**config.mk**
```make
export PLATFORM = sky130hd
export DESIGN_NAME = pc_sequencer
export DESIGN_NICKNAME = d
export VERILOG_FILES = /design/src/rtl/pc_pkg.sv /design/src/rtl/pc_ras.sv /design/src/rtl/pc_sequencer.sv
export SDC_FILE = /design/constraint.sdc
export NUM_CORES = 1
export LEC_CHECK = 0
export ABC_AREA = 1
export CAP_MARGIN = 20
export CORE_MARGIN = 2
export CORE_UTILIZATION = 50
export CTS_CLUSTER_DIAMETER = 100
export DETAILED_ROUTE_END_ITERATION = 8
export GPL_ROUTABILITY_DRIVEN = 0
export PLACE_DENSITY = 0.8
export SYNTH_ARGS = -nofsm -noshare
export SYNTH_HDL_FRONTEND = slang
export SYNTH_HIERARCHICAL = 1
export SYNTH_SLANG_ARGS = --single-unit
```
**constraint.sdc**
```tcl
create_clock -name clock -period 4.6 [get_ports clock]
set_clock_uncertainty 0.05 [all_clocks]
set_input_delay 1.15 -clock clock [delete_from_list [all_inputs] [get_ports clock]]
set_output_delay 1.15 -clock clock [all_outputs]
set_load 0.01 [all_outputs]
```
**src/rtl/pc_pkg.sv**
```systemverilog
// Shared types for the program-counter sequencer: the sequencing operation
// enum and the priority decoder that maps raw command bits onto it.
package pc_pkg;

  typedef enum logic [2:0] {
    PC_HOLD,
    PC_INC,
    PC_BRANCH,
    PC_JUMP,
    PC_CALL,
    PC_RET
  } pc_op_t;

  // Highest-priority asserted command wins; everything below it is ignored.
  function automatic pc_op_t pc_decode(
    input logic ret_en,
    input logic call_en,
    input logic hab_jump,
    input logic branch_en,
    input logic controle
  );
    if (ret_en)         return PC_RET;
    else if (call_en)   return PC_CALL;
    else if (hab_jump)  return PC_JUMP;
    else if (branch_en) return PC_BRANCH;
    else if (controle)  return PC_INC;
    else                return PC_HOLD;
  endfunction

endpackage

```
**src/rtl/pc_ras.sv**
```systemverilog
// Circular return-address stack. When full, a push overwrites the oldest
// entry and the count saturates at DEPTH; a pop on an empty stack is ignored.
module pc_ras #(
  parameter int WIDTH = 16,
  parameter int DEPTH = 8
) (
  input  logic                       clk,
  input  logic                       rst,
  input  logic                       push,
  input  logic                       pop,
  input  logic [WIDTH-1:0]           push_data,
  output logic [WIDTH-1:0]           top,
  output logic [$clog2(DEPTH+1)-1:0] count,
  output logic                       full,
  output logic                       empty
);

  localparam int PW = (DEPTH > 1) ? $clog2(DEPTH) : 1;
  localparam int CW = $clog2(DEPTH + 1);
  localparam logic [PW-1:0] LAST_IDX = PW'(DEPTH - 1);

  logic [WIDTH-1:0] r_mem [DEPTH];
  logic [PW-1:0]    r_ptr;
  logic [CW-1:0]    r_count;
  logic [PW-1:0]    w_ptr_inc;
  logic [PW-1:0]    w_ptr_dec;
  logic             w_do_pop;

  // r_ptr is the next free slot; when full it also addresses the oldest entry,
  // which is exactly the one a wrapping push must overwrite.
  assign w_ptr_inc = (r_ptr == LAST_IDX) ? '0 : r_ptr + PW'(1);
  assign w_ptr_dec = (r_ptr == '0) ? LAST_IDX : r_ptr - PW'(1);

  assign full     = (r_count == CW'(DEPTH));
  assign empty    = (r_count == '0);
  assign count    = r_count;
  assign top      = r_mem[w_ptr_dec];
  assign w_do_pop = pop && !push && !empty;

  always_ff @(posedge clk or posedge rst) begin
    if (rst) begin
      r_ptr   <= '0;
      r_count <= '0;
    end else if (push) begin
      r_ptr <= w_ptr_inc;
      if (!full) r_count <= r_count + CW'(1);
    end else if (w_do_pop) begin
      r_ptr   <= w_ptr_dec;
      r_count <= r_count - CW'(1);
    end
  end

  always_ff @(posedge clk) begin
    if (push) r_mem[r_ptr] <= push_data;
  end

endmodule

```
**src/rtl/pc_sequencer.sv**
```systemverilog
// Program-counter sequencer: registered PC with advance, relative branch,
// absolute jump and call/return through a circular return-address stack.
module pc_sequencer
  import pc_pkg::*;
#(
  parameter int               WIDTH      = 16,
  parameter logic [WIDTH-1:0] RESET_ADDR = '0,
  parameter int               RAS_DEPTH  = 8
) (
  input  logic                           clock,
  input  logic                           reset,
  input  logic                           stall,
  input  logic                           controle,
  input  logic                           hab_jump,
  input  logic [WIDTH-1:0]               jump_pc,
  input  logic                           branch_en,
  input  logic [WIDTH-1:0]               branch_off,
  input  logic                           call_en,
  input  logic                           ret_en,
  output logic [WIDTH-1:0]               pc_out,
  output logic [$clog2(RAS_DEPTH+1)-1:0] ras_count,
  output logic                           ras_overflow,
  output logic                           ras_underflow
);

  pc_op_t           w_op;
  logic [WIDTH-1:0] w_next_pc;
  logic [WIDTH-1:0] w_pc_inc;
  logic [WIDTH-1:0] w_ras_top;
  logic             w_ras_full;
  logic             w_ras_empty;
  logic             w_push;
  logic             w_pop;
  logic [WIDTH-1:0] r_pc;
  logic             r_overflow;
  logic             r_underflow;

  assign w_op     = stall ? PC_HOLD
                          : pc_decode(ret_en, call_en, hab_jump, branch_en, controle);
  assign w_pc_inc = r_pc + WIDTH'(1);
  assign w_push   = (w_op == PC_CALL);
  assign w_pop    = (w_op == PC_RET);

  pc_ras #(
    .WIDTH (WIDTH),
    .DEPTH (RAS_DEPTH)
  ) u_ras (
    .clk       (clock),
    .rst       (reset),
    .push      (w_push),
    .pop       (w_pop),
    .push_data (w_pc_inc),
    .top       (w_ras_top),
    .count     (ras_count),
    .full      (w_ras_full),
    .empty     (w_ras_empty)
  );

  always_comb begin
    w_next_pc = r_pc;
    unique case (w_op)
      PC_INC:    w_next_pc = w_pc_inc;
      PC_BRANCH: w_next_pc = r_pc + branch_off;
      PC_JUMP:   w_next_pc = jump_pc;
      PC_CALL:   w_next_pc = jump_pc;
      PC_RET:    if (!w_ras_empty) w_next_pc = w_ras_top;
      default:   w_next_pc = r_pc;
    endcase
  end

  // Flags are single-cycle pulses recomputed every edge, so they never stick.
  always_ff @(posedge clock or posedge reset) begin
    if (reset) begin
      r_pc        <= RESET_ADDR;
      r_overflow  <= 1'b0;
      r_underflow <= 1'b0;
    end else begin
      r_pc        <= w_next_pc;
      r_overflow  <= (w_op == PC_CALL) && w_ras_full;
      r_underflow <= (w_op == PC_RET) && w_ras_empty;
    end
  end

  assign pc_out        = r_pc;
  assign ras_overflow  = r_overflow;
  assign ras_underflow = r_underflow;

endmodule

```
==> reports/results.txt, run 1 <==
Outcome - finished clean
M3 GR Usage - 3.606%
Worst EP required - 4900 ps
Final setup TNS - 0 ps
# fillers - 1454
Worst reg2reg path depth - 16
Count of cells resized by post-cts repair - 0
All-Layer GR Usage - 24.14%
Slew Limit Fails - 0
Post-Place Setup Slack - 957.7 ps
Final WS setup - 1340 ps
Diodes inserted - 0
GR Layer Usage met1 - 29.66%
Crit path DAT - 3560 ps
Kind of critical path - in2reg
First-pass GRT wire length - 34.27 mm
Antenna violation net count after detailed routing - 0
Post-synth EDFFs - 128
Drt initial violations - 660
Final hold viol count - 0
Post-synth ARST share - 16.34%
Area grow syn2layout - 15.03%
Vias in the first global route - 7010
Syn Nets - 1172
Initial antenna violation count - 0
Max frequency - 306.8 MHz
Startpoint class of the critical path - input port
Min-delay worst type - reg2reg
Synth top area cells - edfxtp_1 43%, nand2_1 16%, nand3_1 9.6%
MaxCap Viol Count - 0
Commonest non-fill, non-tap cell in the layout - nand2_1
Post-synthesis cell count - 1108
Io pins - 62
Max_slew headroom - 39.92%
Remaining global-route overflow - 0
Clock-pin slew on the worst setup and hold paths - 60 ps
Tmin final - 3260 ps
Hold depth - 2
Post-DP HPWL - 13.90 mm
Power Total - 0.006595 W
Die Span X - 137.3 µm
Reg2Reg Setup Slack - 1420 ps
Multi-input logic area - 3363 µm²
Ys flop type - edfxtp_1
Die outline height - 137.3 µm
Yosys warns - 6
Pwr/cell area - 645.6 nW/µm²
Synth cell types - 34
Post-Place Cell Area - 9630 µm²
Cell area after layout - 10220 µm²
Sequential Area - 4471 µm²
GR peak layer - met2
Setup crit end kind - flop
Share of post-route cells with drive strength above 1 - 6.112%
Post-CTS setup buffers - 0
IO Port Bufs - 61
Starting Density - 51.17%
Htree depth - 4
Vias post-DR - 7401
Largest net degree at the start of global routing - 69
Post-synthesis cell area - 8881 µm²
Wire per inst - 15.35 µm
Site Rows - 48
Fin util - 58.86%
Syn Area/Cell - 8.015 µm²
CTS sink count - 153
Critical-path maximum fanout - 8
CTS tree - done
Core footprint - 17360 µm²
Worst slew pin tran - 898.2 ps
Number of setup violations in the final report - 0
FF+latch count, synth - 153
Fin crit share - 70.86%
Clock Latency Late Sink - 420 ps
Avg Vias per Cell - 5.275
Cts hold-fix bufs - 0
Register area share after synthesis - 50.32%
Inserted Clock Buffers - 17
Drt pass-1 iters - 5
Unrepaired setup endpoints after global routing - false
DR DRC count - 0
Root buffer cell - clkbuf_16
CTS max path bufs - 2
Peak supply drop - 0.4392 mV
Nets - 1229
Met2 Use GR - 42.32%
Die area - 18840 µm²
Area leader, netlist - edfxtp_1
Post-synth top area share - 43.28%
Leakage Power - 4.962 nW
WL final - 21.54 mm
Commonest cells after routing, fill and taps aside - 370 x nand2_1, 208 x inv_1, 170 x nand3_1
-- Yosys cell counts (3+ instances only) --
cell type and number:
nor3_1 6, dfrtp_1 25, nor2_1 55, buf_6 6, inv_2 7, nand4_1 8
nand2_2 5, edfxtp_1 128, inv_1 208, nand3b_1 6, xor2_1 14, o21ai_0 5
o21ai_1 3, or2_2 5, buf_4 6, a21oi_1 17, nand2_4 3, nand3_1 170
nor2_2 3, ha_1 22, nand2_1 370, buf_2 22
-- stage by stage --
stage	hold slack (ps)	instances
after floorplan	516.7	1108
after global placement	511.7	1371
after detailed placement	521.5	1371
after CTS	536.2	1403
after global routing	584.8	1403
final	545.3	1403
-- routing by layer --
layer,share of wire (%),up-vias
met4,2.5,0
met2,50,317
met1,40,3443
met5,0,-
li1,-,3597
met3,7.3,44
-- state kept, by name, summed over array words and instances (netlist names) --
| signal | flops |
|---|---|
| pc_out | 16 |
| ras_overflow | 1 |
| ras_underflow | 1 |
| u_ras/count | 4 |
| u_ras/r_mem | 128 |
| u_ras/r_ptr | 3 |
-- worst paths after layout --
path / from / endpoint
worst min register to register: pc_out[8] / pc_out[8]
worst min-delay path: pc_out[8] / pc_out[8]
min in group asynchronous: reset / u_ras/r_ptr[2]
worst max-delay path: branch_en / u_ras/count[3]
max in group asynchronous: reset / pc_out[10]
worst max register to register: u_ras/r_ptr[1] / pc_out[13]
-- report_power, final --
group	internal, W	switching (W)
registers	0.00183	0.000176
logic	0.00101	0.00222
clock network	0.000845	0.000523
-- area by class of cell --
class	count	area share, %
clock buffer	18	4.201
clock inverter	14	1.531
inverter	215	7.900
multi-input combinational	704	32.92
sequential	153	43.76
tap	225	2.756
timing repair buffer	74	6.932
-- critical path, stage by stage --
cell and delay (ps):
clkdlybuf4s50_1 450, inv_1 50, nand2_1 50, nand2_1 40, nand2_1 100, nand2_2 110, nor2_1 390, inv_1 260
ha_1 380, or2_2 290, nand2_1 80, nand2b_1 50, nand2_1 60, nand2_1 50, nand2_1 50
-- cells by family after synthesis --
| kind of cell | Yosys count | share of synthesized area (%) |
|---|---|---|
| simple gates | 640 | 31.35 |
| flops | 153 | 50.32 |
| fa+ha+maj | 24 | 3.550 |
| xor+xnor | 14 | 1.381 |
| compound gates | 26 | 1.592 |
| buf+inv | 251 | 11.81 |
Power figures use the tool's default switching activity.
==> inputs of run 2 (changes only) <==
--- a/config.mk
+++ b/config.mk
@@ -12,7 +12,7 @@
 export CTS_CLUSTER_DIAMETER = 100
 export DETAILED_ROUTE_END_ITERATION = 8
 export GPL_ROUTABILITY_DRIVEN = 0
-export PLACE_DENSITY = 0.8
+export PLACE_DENSITY = 0.83
 export SYNTH_ARGS = -nofsm -noshare
 export SYNTH_HDL_FRONTEND = slang
 export SYNTH_HIERARCHICAL = 1
==> constraint.sdc (replaced) <==
create_clock -name clock -period 2.95 [get_ports clock]
set_clock_uncertainty 0.05 [all_clocks]
set_input_delay 0.7375 -clock clock [delete_from_list [all_inputs] [get_ports clock]]
set_output_delay 0.7375 -clock clock [all_outputs]
set_load 0.01 [all_outputs]
==> run 2 against run 1 <==
  * Via count rose by 1.5%
  * Power rose by 57%
  * Worst setup slack got worse by 930 ps
  * Critical path depth fell by 3
  * Critical path type is now reg2reg
  * Largest power group unchanged
==> reports/results.txt, run 2 (synthesized netlist as in run 1, its figures left out) <==
DR DRC count - 0
Met3 WL - 1.901 mm
Cts hold-fix bufs - 0
IO Port Bufs - 61
Drt pass-1 iters - 7
Clock-pin slew on the worst setup and hold paths - 60 ps
All-Layer GR Usage - 25.25%
CTS tree - done
Post-DP HPWL - 15.10 mm
WL final - 22.42 mm
Slew Limit Fails - 0
Starting Density - 51.17%
Fin crit share - 85.93%
Crit path DAT - 2840 ps
Worst EP required - 3260 ps
Wire per inst - 15.80 µm
Peak supply drop - 0.6046 mV
Post-Layout Cell Count - 1419
Max_slew headroom - 44.48%
Post-CTS setup buffers - 0
Highest metal used - met4
Site Rows - 48
Share of post-route cells with drive strength above 1 - 7.454%
Avg Vias per Cell - 5.295
WL met2 - 11.09 mm
Vias in the first global route - 7294
Number of setup violations in the final report - 0
Count of cells resized by post-cts repair - 0
Leakage Power - 5.042 nW
Max frequency - 394.5 MHz
Die Span X - 137.3 µm
M1 WL - 8.872 mm
Worst slew pin tran - 830.0 ps
CTS max path bufs - 2
Io pins - 62
Min-delay worst type - in2async
Largest register FFs - 128
Remaining global-route overflow - 0
Kind of critical path - reg2reg
Area grow syn2layout - 16.26%
Tmin final - 2535 ps
Pwr/cell area - 1005 nW/µm²
Root buffer cell - clkbuf_16
Commonest cells after routing, fill and taps aside - 370 x nand2_1, 208 x inv_1, 170 x nand3_1
Outcome - finished clean
Nets - 1245
DP Cell Count - 1387
MaxCap Viol Count - 0
Htree depth - 4
Unrepaired setup endpoints after global routing - false
CTS sink count - 153
Drt initial violations - 660
First-pass GRT wire length - 36.11 mm
Startpoint class of the critical path - flop
Final hold viol count - 0
Largest net degree at the start of global routing - 69
Diodes inserted - 0
Setup crit end kind - flop
Critical-path maximum fanout - 68
Final setup TNS - 0 ps
Commonest non-fill, non-tap cell in the layout - nand2_1
Die outline height - 137.3 µm
Vias post-DR - 7513
Inserted Clock Buffers - 17
Die area - 18840 µm²
Antenna violation net count after detailed routing - 0
Clock Latency Late Sink - 430 ps
Core footprint - 17360 µm²
Top reg by flops - u_ras/r_mem
Initial antenna violation count - 0
# fillers - 1437
==> run 2: changes by cell type in the layout (fill, tap and decap cells not counted), sizes merged <==
cell    change
bufinv      -1
buf        +16
clkinv      +1
==> run 2: where the power goes <==
group / internal [W] / switching, W / leakage (nW)
clock: 0.00123 / 0.000857 / 0.270
sequential: 0.00285 / 0.000270 / 1.47
combinational: 0.00165 / 0.00352 / 3.30
==> run 2: layout make-up <==
cell class	instances	area [µm²]	area share [%]
clock buffers	18	429.2	4.157
clock inverters	14	132.6	1.285
inverters	215	807.0	7.816
multi-input cells	704	3363	32.57
flip-flops and latches	153	4471	43.30
well taps	225	281.5	2.727
repair buffers	90	840.8	8.143
==> run 2: path summary, 6_finish.rpt <==
kind,start,end,slack [ps],cells after the start
min in group clock,pc_out[8],pc_out[8],530,2
worst max-delay path,u_ras/r_ptr[0],pc_out[0],420,12
max in group asynchronous,reset,pc_out[11],1640,2
worst min register to register,pc_out[8],pc_out[8],530,2
worst min-delay path,reset,u_ras/count[2],510,2
worst max register to register,u_ras/r_ptr[0],pc_out[0],420,12
==> run 2: per-stage QoR <==
step           setup slack [ps]  instance area [µm²]  hold slack (ps)  power (W)  util (%)
6_report                  415.1                10320            514.1    0.01038     59.49
5_1_grt                   189.5                10320            555.2    0.01106     59.49
4_1_cts                   411.3                10320            516.8    0.01033     59.49
3_5_place_dp              80.84                 9763            512.6   0.008199     56.25
3_3_place_gp              131.0                 9763            513.7   0.008048     56.25
2_1_floorplan             430.6                 8881            490.9   0.006706         -
==> run 2: worst max-delay path, stage by stage, from the launching register on <==
cell and delay [ps]:
dfrtp_2 350, buf_4 600, nand2_4 280, buf_12 260
nand2_1 90, nand3_1 80, nand2_1 120, nand2_1 60
nand2_1 180, nand2_1 90, nand2_1 70, a21oi_1 40
a21oi_1 120
==> run 2: layer usage <==
layer | vias to the layer above | global-route usage (%)
met4 | 0 | 10.31
li1 | 3640 | -
met1 | 3491 | 31.67
met3 | 41 | 4.783
met5 | - | 0
met2 | 341 | 43.01
